## src/rtl/mux_pkg.sv

```systemverilog
// Shared helpers for the parametrised select-mux family.
package mux_pkg;

    localparam int unsigned MUX_MAX_IN = 32;

    // Select width: ceil(log2(n)), never narrower than one bit.
    function automatic int unsigned sel_width(input int unsigned n);
        return (n <= 32'd2) ? 32'd1 : 32'($clog2(n));
    endfunction

endpackage

```

## src/rtl/skid_buf.sv

```systemverilog
// Generic 2-entry valid/ready skid buffer: main register drives the outputs,
// skid register absorbs one extra beat so in_ready can be fully registered.
module skid_buf #(
    parameter int unsigned WIDTH = 8
) (
    input  logic             clk,
    input  logic             rst,
    input  logic [WIDTH-1:0] in_data,
    input  logic             in_valid,
    output logic             in_ready,
    output logic [WIDTH-1:0] out_data,
    output logic             out_valid,
    input  logic             out_ready
);

    logic [WIDTH-1:0] main_data_q, main_data_d;
    logic             main_valid_q, main_valid_d;
    logic [WIDTH-1:0] skid_data_q, skid_data_d;
    logic             skid_valid_q, skid_valid_d;
    logic             in_ready_q, in_ready_d;
    logic             accept_c;
    logic             handoff_c;

    always_comb begin
        main_data_d  = main_data_q;
        main_valid_d = main_valid_q;
        skid_data_d  = skid_data_q;
        skid_valid_d = skid_valid_q;
        accept_c     = in_valid & in_ready_q;
        handoff_c    = main_valid_q & out_ready;

        if (skid_valid_q) begin
            // in_ready is low here, so only the skid-to-main move can happen.
            if (handoff_c) begin
                main_data_d  = skid_data_q;
                skid_valid_d = 1'b0;
            end
        end else if (!main_valid_q || handoff_c) begin
            main_valid_d = accept_c;
            if (accept_c) begin
                main_data_d = in_data;
            end
        end else if (accept_c) begin
            skid_valid_d = 1'b1;
            skid_data_d  = in_data;
        end

        in_ready_d = ~skid_valid_d;
    end

    always_ff @(posedge clk or posedge rst) begin
        if (rst) begin
            main_data_q  <= '0;
            main_valid_q <= 1'b0;
            skid_data_q  <= '0;
            skid_valid_q <= 1'b0;
            in_ready_q   <= 1'b0;
        end else begin
            main_data_q  <= main_data_d;
            main_valid_q <= main_valid_d;
            skid_data_q  <= skid_data_d;
            skid_valid_q <= skid_valid_d;
            in_ready_q   <= in_ready_d;
        end
    end

    assign in_ready  = in_ready_q;
    assign out_data  = main_data_q;
    assign out_valid = main_valid_q;

endmodule

```

## src/rtl/mux_n_1_pipe.sv

```systemverilog
// NUM_IN:1 binary-select mux with registered valid/ready output and select forwarding.
// Define SEL_CHECK_EN to enable the sticky out-of-range select flag (sel_err).
module mux_n_1_pipe
    import mux_pkg::*;
#(
    parameter  int unsigned WIDTH  = 5,
    parameter  int unsigned NUM_IN = 4,
    localparam int unsigned SEL_W  = sel_width(NUM_IN)
) (
    input  logic                    clk,
    input  logic                    rst,
    input  logic [NUM_IN*WIDTH-1:0] in_data,
    input  logic [SEL_W-1:0]        in_sel,
    input  logic                    in_valid,
    output logic                    in_ready,
    output logic [WIDTH-1:0]        out_data,
    output logic [SEL_W-1:0]        out_sel,
    output logic                    out_valid,
    input  logic                    out_ready,
    output logic                    sel_err
);

    localparam int unsigned PAY_W = SEL_W + WIDTH;

    generate
        if (NUM_IN < 2 || NUM_IN > MUX_MAX_IN) begin : g_bad_num_in
            $error("mux_n_1_pipe: NUM_IN out of legal range");
        end
    endgenerate

    logic [WIDTH-1:0] sel_word_c;
    logic [PAY_W-1:0] pay_out;

    // Unmatched select codes (>= NUM_IN) fall through to all-zero data.
    always_comb begin
        sel_word_c = '0;
        for (int unsigned k = 0; k < NUM_IN; k++) begin
            if (in_sel == SEL_W'(k)) begin
                sel_word_c = in_data[k*WIDTH +: WIDTH];
            end
        end
    end

    skid_buf #(
        .WIDTH (PAY_W)
    ) u_skid (
        .clk       (clk),
        .rst       (rst),
        .in_data   ({in_sel, sel_word_c}),
        .in_valid  (in_valid),
        .in_ready  (in_ready),
        .out_data  (pay_out),
        .out_valid (out_valid),
        .out_ready (out_ready)
    );

    assign {out_sel, out_data} = pay_out;

`ifdef SEL_CHECK_EN
    logic sel_err_q, sel_err_d;
    logic sel_oob_c;
    logic accept_c;

    assign accept_c  = in_valid & in_ready;
    assign sel_oob_c = ({1'b0, in_sel} >= (SEL_W+1)'(NUM_IN));

    always_comb begin
        sel_err_d = sel_err_q;
        if (accept_c && sel_oob_c) begin
            sel_err_d = 1'b1;
        end
    end

    always_ff @(posedge clk or posedge rst) begin
        if (rst) begin
            sel_err_q <= 1'b0;
        end else begin
            sel_err_q <= sel_err_d;
        end
    end

    assign sel_err = sel_err_q;

`ifndef SYNTHESIS
    always_ff @(posedge clk) begin
        if (!rst) begin
            assert (!(accept_c && sel_oob_c))
            else $warning("mux_n_1_pipe: accepted out-of-range select %0d", in_sel);
        end
    end
`endif
`else
    assign sel_err = 1'b0;
`endif

endmodule

```

## config.mk

```make
export PLATFORM = sky130hd
export DESIGN_NAME = mux_n_1_pipe
export DESIGN_NICKNAME = d
export VERILOG_FILES = /design/src/rtl/mux_pkg.sv /design/src/rtl/skid_buf.sv /design/src/rtl/mux_n_1_pipe.sv
export SDC_FILE = /design/constraint.sdc
export NUM_CORES = 1
export LEC_CHECK = 0
export BUFFER_PORTS_ARGS = -buffer_cell sky130_fd_sc_hd__buf_2
export CAP_MARGIN = 10
export CORE_MARGIN = 5
export CORE_UTILIZATION = 25
export CTS_BUF_LIST = sky130_fd_sc_hd__clkbuf_16
export CTS_CLUSTER_DIAMETER = 80
export CTS_CLUSTER_SIZE = 30
export DETAILED_ROUTE_END_ITERATION = 6
export HOLD_SLACK_MARGIN = 0.1
export SETUP_SLACK_MARGIN = 0.15
export SLEW_MARGIN = 10
export SYNTH_ARGS = -nofsm -noshare
export SYNTH_HDL_FRONTEND = slang
export SYNTH_SLANG_ARGS = --single-unit
```

## constraint.sdc

```tcl
create_clock -name clk -period 1.7 [get_ports clk]
set_input_delay 0.34 -clock clk [delete_from_list [all_inputs] [get_ports clk]]
set_output_delay 0.34 -clock clk [all_outputs]
set_load 0.01 [all_outputs]
```

## After elaboration in Yosys (flattened, before gate mapping)

Cells that the tools add are included.

| storage, ports and cells | value |
|---|---|
| flip-flop bits (word level) | 17 |
| input port bits | 26 |
| output and inout bits | 10 |
| logic and storage cells | 34 |

| operators by class | value |
|---|---|
| equality and inequality tests | 4 |
| mux-type cells | 12 |
| bitwise logic cells | 5 |
| reductions and logical operators | 8 |

Operator list:

| operator | count |
|---|---|
| $mux W7 | 4 |
| $mux W5 | 4 |
| $reduce_and A3 Y1 | 2 |
| $eq A2 B2 Y1 const B | 2 |
| $mux W1 | 4 |
| $reduce_bool A2 Y1 | 2 |
| $not A1 Y1 | 3 |
| $and A1 B1 Y1 | 2 |
| $eq A2 B1 Y1 const B | 1 |
| $logic_not A2 Y1 | 1 |
| $ne A2 B2 Y1 const B | 1 |
| $reduce_and A2 Y1 | 1 |
| $logic_not A1 Y1 | 1 |
| $logic_or A1 B1 Y1 | 1 |

## Longest topological paths before layout

| logic depth | value |
|---|---|
| depth in word-level cells | 8 |
| gate-level depth with buffers | 4 |
| depth with buffers taken out | 3 |

## Hierarchy

From an unflattened synthesis, not the netlist that was laid out.

| second synthesis, totals | value |
|---|---|
| cell total of the unflattened synthesis | 58 |
| area total of the unflattened synthesis | 902.1 µm² |

Modules (own cells, without submodules):

| module | times used | cells an instance | area an instance (µm²) |
|---|---|---|---|
| skid_buf | 1 | 50 | 767.0 |
| mux_n_1_pipe | 1 | 8 | 135.1 |

## Worst setup path after synthesis

OpenSTA, ideal clock, no wires.

| timing | value |
|---|---|
| path type | register -> register |
| start point | register u_skid.main_valid_q, in the netlist u_skid.out_valid |
| end point | register u_skid.skid_data_q[6] |
| setup time | 125 ps |
| arrival | 1,285 ps |
| data required time | 1,575 ps |
| setup slack | 290 ps |
| cell stages (with the launch flop) | 5 |
| period minus slack after synthesis | 1,410 ps |
| path through | dfrtp_1 > clkbuf_2 > nand2b_1 > nor2_2 > mux2_2 |

| between the ends | value |
|---|---|
| longest elaborated chain between the ends | 4 |
| elaborated cells between the ends (all ways) | 5 |
| classes of those cells | bitwise: 2; reduce/logical: 3 |

Ends and longest elaborated chain:

| what | RTL line | RTL |
|---|---|---|
| from (decl) | skid_buf.sv:17 | `logic main_valid_q, main_valid_d;` |
| from (signal assigned) | skid_buf.sv:60 | `main_valid_q <= main_valid_d;` |
| $and A1 B1 Y1 or $logic_not A1 Y1 (tied branches) | skid_buf.sv:30, skid_buf.sv:38 |  |
| $logic_or A1 B1 Y1 * | skid_buf.sv:38 | `end else if (!main_valid_q \|\| handoff_c) begin` |
| $not A1 Y1 (no line) * | - |  |
| $reduce_and A3 Y1 (no line) * | - |  |
| to (signal assigned) | skid_buf.sv:61 | `skid_data_q <= skid_data_d;` |
| to (decl) | skid_buf.sv:18 | `logic [WIDTH-1:0] skid_data_q, skid_data_d;` |

Mark *: on every way between the ends. The rest lies on a longest branch, timed or not.
A chain may end at the register's enable or synchronous reset.

## Worst setup path in the final report

| timing | value |
|---|---|
| start point | register u_skid.skid_valid_q |
| end point | register u_skid.main_data_q[4], in the netlist u_skid.out_data[4] |

| between the ends | value |
|---|---|
| longest elaborated chain between the ends | 2 |
| elaborated cells between the ends (all ways) | 5 |
| classes of those cells | eq/ne: 1; mux: 1; reduce/logical: 3 |

Ends and longest elaborated chain:

| what | RTL line | RTL |
|---|---|---|
| from (decl) | skid_buf.sv:19 | `logic skid_valid_q, skid_valid_d;` |
| from (signal assigned) | skid_buf.sv:62 | `skid_valid_q <= skid_valid_d;` |
| $ne A2 B2 Y1 (no line) or $reduce_bool A2 Y1 (tied branches) | - |  |
| $reduce_and A3 Y1 (no line) | - |  |
| to (signal assigned) | skid_buf.sv:59 | `main_data_q <= main_data_d;` |
| to (decl) | skid_buf.sv:16 | `logic [WIDTH-1:0] main_data_q, main_data_d;` |

Several ways; a longest one is shown, not always the timed one.

==> metrics.md <==
| Metric | Value |
|---|---|
| Outcome | complete, no violations |
| ANT nets after route | 0 |
| Kind of cell with the highest combined delay on the critical path | compound AO/OA/AOI/OAI gates |
| Number of pins with negative max-slew slack in the final report | 0 |
| IO Count | 36 |
| Final TNS setup | 0 ps |
| Number of antenna violations at the first check in global routing | 0 |
| Transition time of the tightest slew-check pin | between 600 and 700 ps |
| Number of buffers inserted to repair setup after CTS | 0 |
| Full die area | 4710 µm² |
| Peak per-stage delay on the critical path | around 380 ps |
| Row count | 21 |
| Area added between synthesis and finish | 35.2% |
| P per Cell Area | roughly 1600 nW/µm² |
| Initial Utilization | approximately a quarter |
| Total leakage power | roughly 0.55 nW |
| Number of levels the H-tree was split into | 1 |
| R2R cell count | 3 |
| Sequential area share after synthesis | about 49% |
| Area of all placed cells without fillers | ~1200 µm² |
| Via count | between 600 and 700 |
| Fmax | 681 MHz |
| Number of placed instances, taps included | between 100 and 150 |
| Cells along the critical path | nand3b_1, a22o_1, a221o_1 |
| Share of the synthesized area in the top cell type | 49.5% |
| Number of max-cap violations | 0 |
| Distinct cell type count after synthesis | 20 |
| Critical-path maximum fanout | 7 |
| Setup repair after global routing missed its margin | no |
| Part of the cycle the worst path needs | approximately 86% |
| Routed WL per cell | 14.6 µm |
| # DRC | 0 |
| Number of global-route vias before repair | 690 |
| Buffers from clock root to sink, at most | 2 |
| Crit start category | register |
| Most used flip-flop cell after synthesis | sky130_fd_sc_hd__dfrtp_1 |
| R2r setup slk | between 200 and 250 ps |
| Yosys warning count | 0 |
| Register bit count reported by yosys | 17 |
| Worst path bufs/invs | 0 |
| Crit path arrival time | 1600 ps |
| Class of the most critical setup path | register to register |
| Largest net degree at the start of global routing | 18 |
| Placement Cell Area | roughly 1100 µm² |
| Total wire length after detailed routing | between 2000 and 2500 µm |
| Drt pass-1 iters | 4 |
| Critical register-to-register path startpoint | u_skid.skid_valid_q |
| Syn Nets | 87 |
| Diode insertion count for antenna repair | 0 |
| Clk_skew | slightly below 2 ps |
| Largest vdd supply drop | between 0.0008 and 0.0009 V |
| Capture point of the worst reg-to-reg path | u_skid.out_data[4] |
| Global-route wire length before repair | between 3000 and 4000 µm |
| Cell type with the largest total area after synthesis | sky130_fd_sc_hd__dfrtp_1 |
| Total count of hold-check failures in the final report | 0 |
| GRT Residual Overflow | 0 |
| Async SR Flop Fraction | 100% |
| Global placement routability congestion | around 0.72 |
| Final layout net count | about 130 |
| Cts-stage hold buffer count | 0 |
| Clock-pin slew on the worst setup and hold paths | 50 ps |
| Height of the die | about 69 µm |
| TritonCTS clock tree | built |
| Cells taking the most area after synthesis | sky130_fd_sc_hd__dfrtp_1, sky130_fd_sc_hd__mux2_2, sky130_fd_sc_hd__mux4_2 |
| Post-detail-place hpwl | 1670 µm |
| Shortest period the worst path allows | 1470 ps |
| HP Class | input pin to asynchronous set/reset pin |
| Iteration-0 DRC Markers | 34 |
| TritonCTS Buffers | 3 |
| Horizontal extent of the die | about 69 µm |
| CTS root buffer | sky130_fd_sc_hd__clkbuf_16 |
| Number of buffers inserted by port buffering | 34 |
| Relative slew slack | 54.5% |
| Max stage delay cell, worst path | sky130_fd_sc_hd__a221o_1 |
| Endpoint kind of the worst setup timing path | register |
| Number of flops mapped to enable cells by yosys | 0 |
| Resized Gates After CTS | 0 |
| Mapped Avg Cell Area | 14.1 µm² |
| Setup violations, final | 0 |
| Leading cell type by number of instances after synthesis | sky130_fd_sc_hd__dfrtp_1 |
| Summed instance area of the synthesized netlist | 860 µm² |
| Worst EP required | roughly 1800 ps |
| Core outline area | 3340 µm² |
| Number of clock sinks | 17 |
| Most numerous cell types in the synthesized netlist | sky130_fd_sc_hd__dfrtp_1, sky130_fd_sc_hd__mux2_2, sky130_fd_sc_hd__a221o_1, sky130_fd_sc_hd__and4_1, sky130_fd_sc_hd__mux4_2 |
| DR vias/cell | around 4.6 |
| Clock insertion delay at the later pin of the skew report | 250 ps |
| Count of mapped cells out of synthesis | a little over 60 |
| Gr usage total | under 10% |
| Share of cells above drive strength 1 | about three fifths |
| Final Non-Filler Cells | between 100 and 150 |
-- per-stage QoR --
| step | total power, mW | hold WS [ps] | setup slack, ps | util, % |
|---|---|---|---|---|
| after floorplan | 1.12 | 266 | 290 | - |
| after global placement | 1.34 | 452 | 183 | 32.4 |
| after detailed placement | 1.37 | 466 | 157 | 32.4 |
| after CTS | 1.83 | 207 | 234 | 34.8 |
| after global routing | 1.93 | 259 | 156 | 34.8 |
| final | 1.82 | 190 | 231 | 34.8 |
-- cells by family after synthesis --
logic type	synth area share [%]
AOI/OAI and AO/OA	8.88
buffers and inverters	4.08
DFF	49.5
muxes	27.5
other	0.436
and+or+nand+nor	9.61
-- report_power, final --
group	switching [mW]	total [mW]	internal, mW
clock network	0.153	0.468	0.315
logic	0.287	0.633	0.346
registers	0.123	0.720	0.597
total	0.563	1.82	1.26
-- layout by cell type, fill, tap and decap left out, types with 2 or more instances in the layout --
| master | instances |
|---|---|
| sky130_fd_sc_hd__dfrtp_1 | 17 |
| sky130_fd_sc_hd__clkbuf_16 | 3 |
| sky130_fd_sc_hd__and4_1 | 5 |
| sky130_fd_sc_hd__inv_1 | 2 |
| sky130_fd_sc_hd__mux4_2 | 5 |
| sky130_fd_sc_hd__buf_4 | 3 |
| sky130_fd_sc_hd__a221o_1 | 5 |
| sky130_fd_sc_hd__nand2_1 | 3 |
| sky130_fd_sc_hd__buf_2 | 34 |
| sky130_fd_sc_hd__mux2_2 | 11 |
-- sequential cells by signal (all words and copies together) (netlist names) --
register,cells
u_skid.skid_data_q,7
u_skid.in_ready,1
u_skid.out_valid,1
u_skid.skid_valid_q,1
u_skid.out_data,7
-- routing by layer --
layer | vias to the layer above | wire, µm | global-route usage (%) | share of wire (%)
li1 | 310 | - | - | -
met1 | 322 | 969 | 13.3 | 46
met2 | 30 | 884 | 13.8 | 42
met3 | 2 | 236 | 5.51 | 11
met4 | 0 | 7 | 0.993 | 0.33
met5 | - | 0 | 0 | 0
-- worst max-delay path by stage --
stage	from	to	slack (ps)	depth (start not counted)
after global routing	u_skid.skid_valid_q	u_skid.out_data[2]	160	3
after CTS	u_skid.skid_valid_q	u_skid.out_data[4]	230	3
after detailed placement	in_sel[0]	u_skid.out_data[1]	160	3
after global placement	in_sel[0]	u_skid.out_data[1]	180	3
final	u_skid.skid_valid_q	u_skid.out_data[4]	230	3
after floorplan	u_skid.out_valid	u_skid.skid_data_q[6]	290	4
-- area by class of cell --
type,count,area (µm²)
Multi-Input combinational cell,38,399
Inverter,2,7.51
Timing Repair Buffer,37,193
Tap cell,46,57.6
Fill cell,341,2170
Clock inverter,1,5.00
Clock buffer,3,75.1
Sequential cell,17,425
No activity file was read; power rests on OpenSTA's default activity.
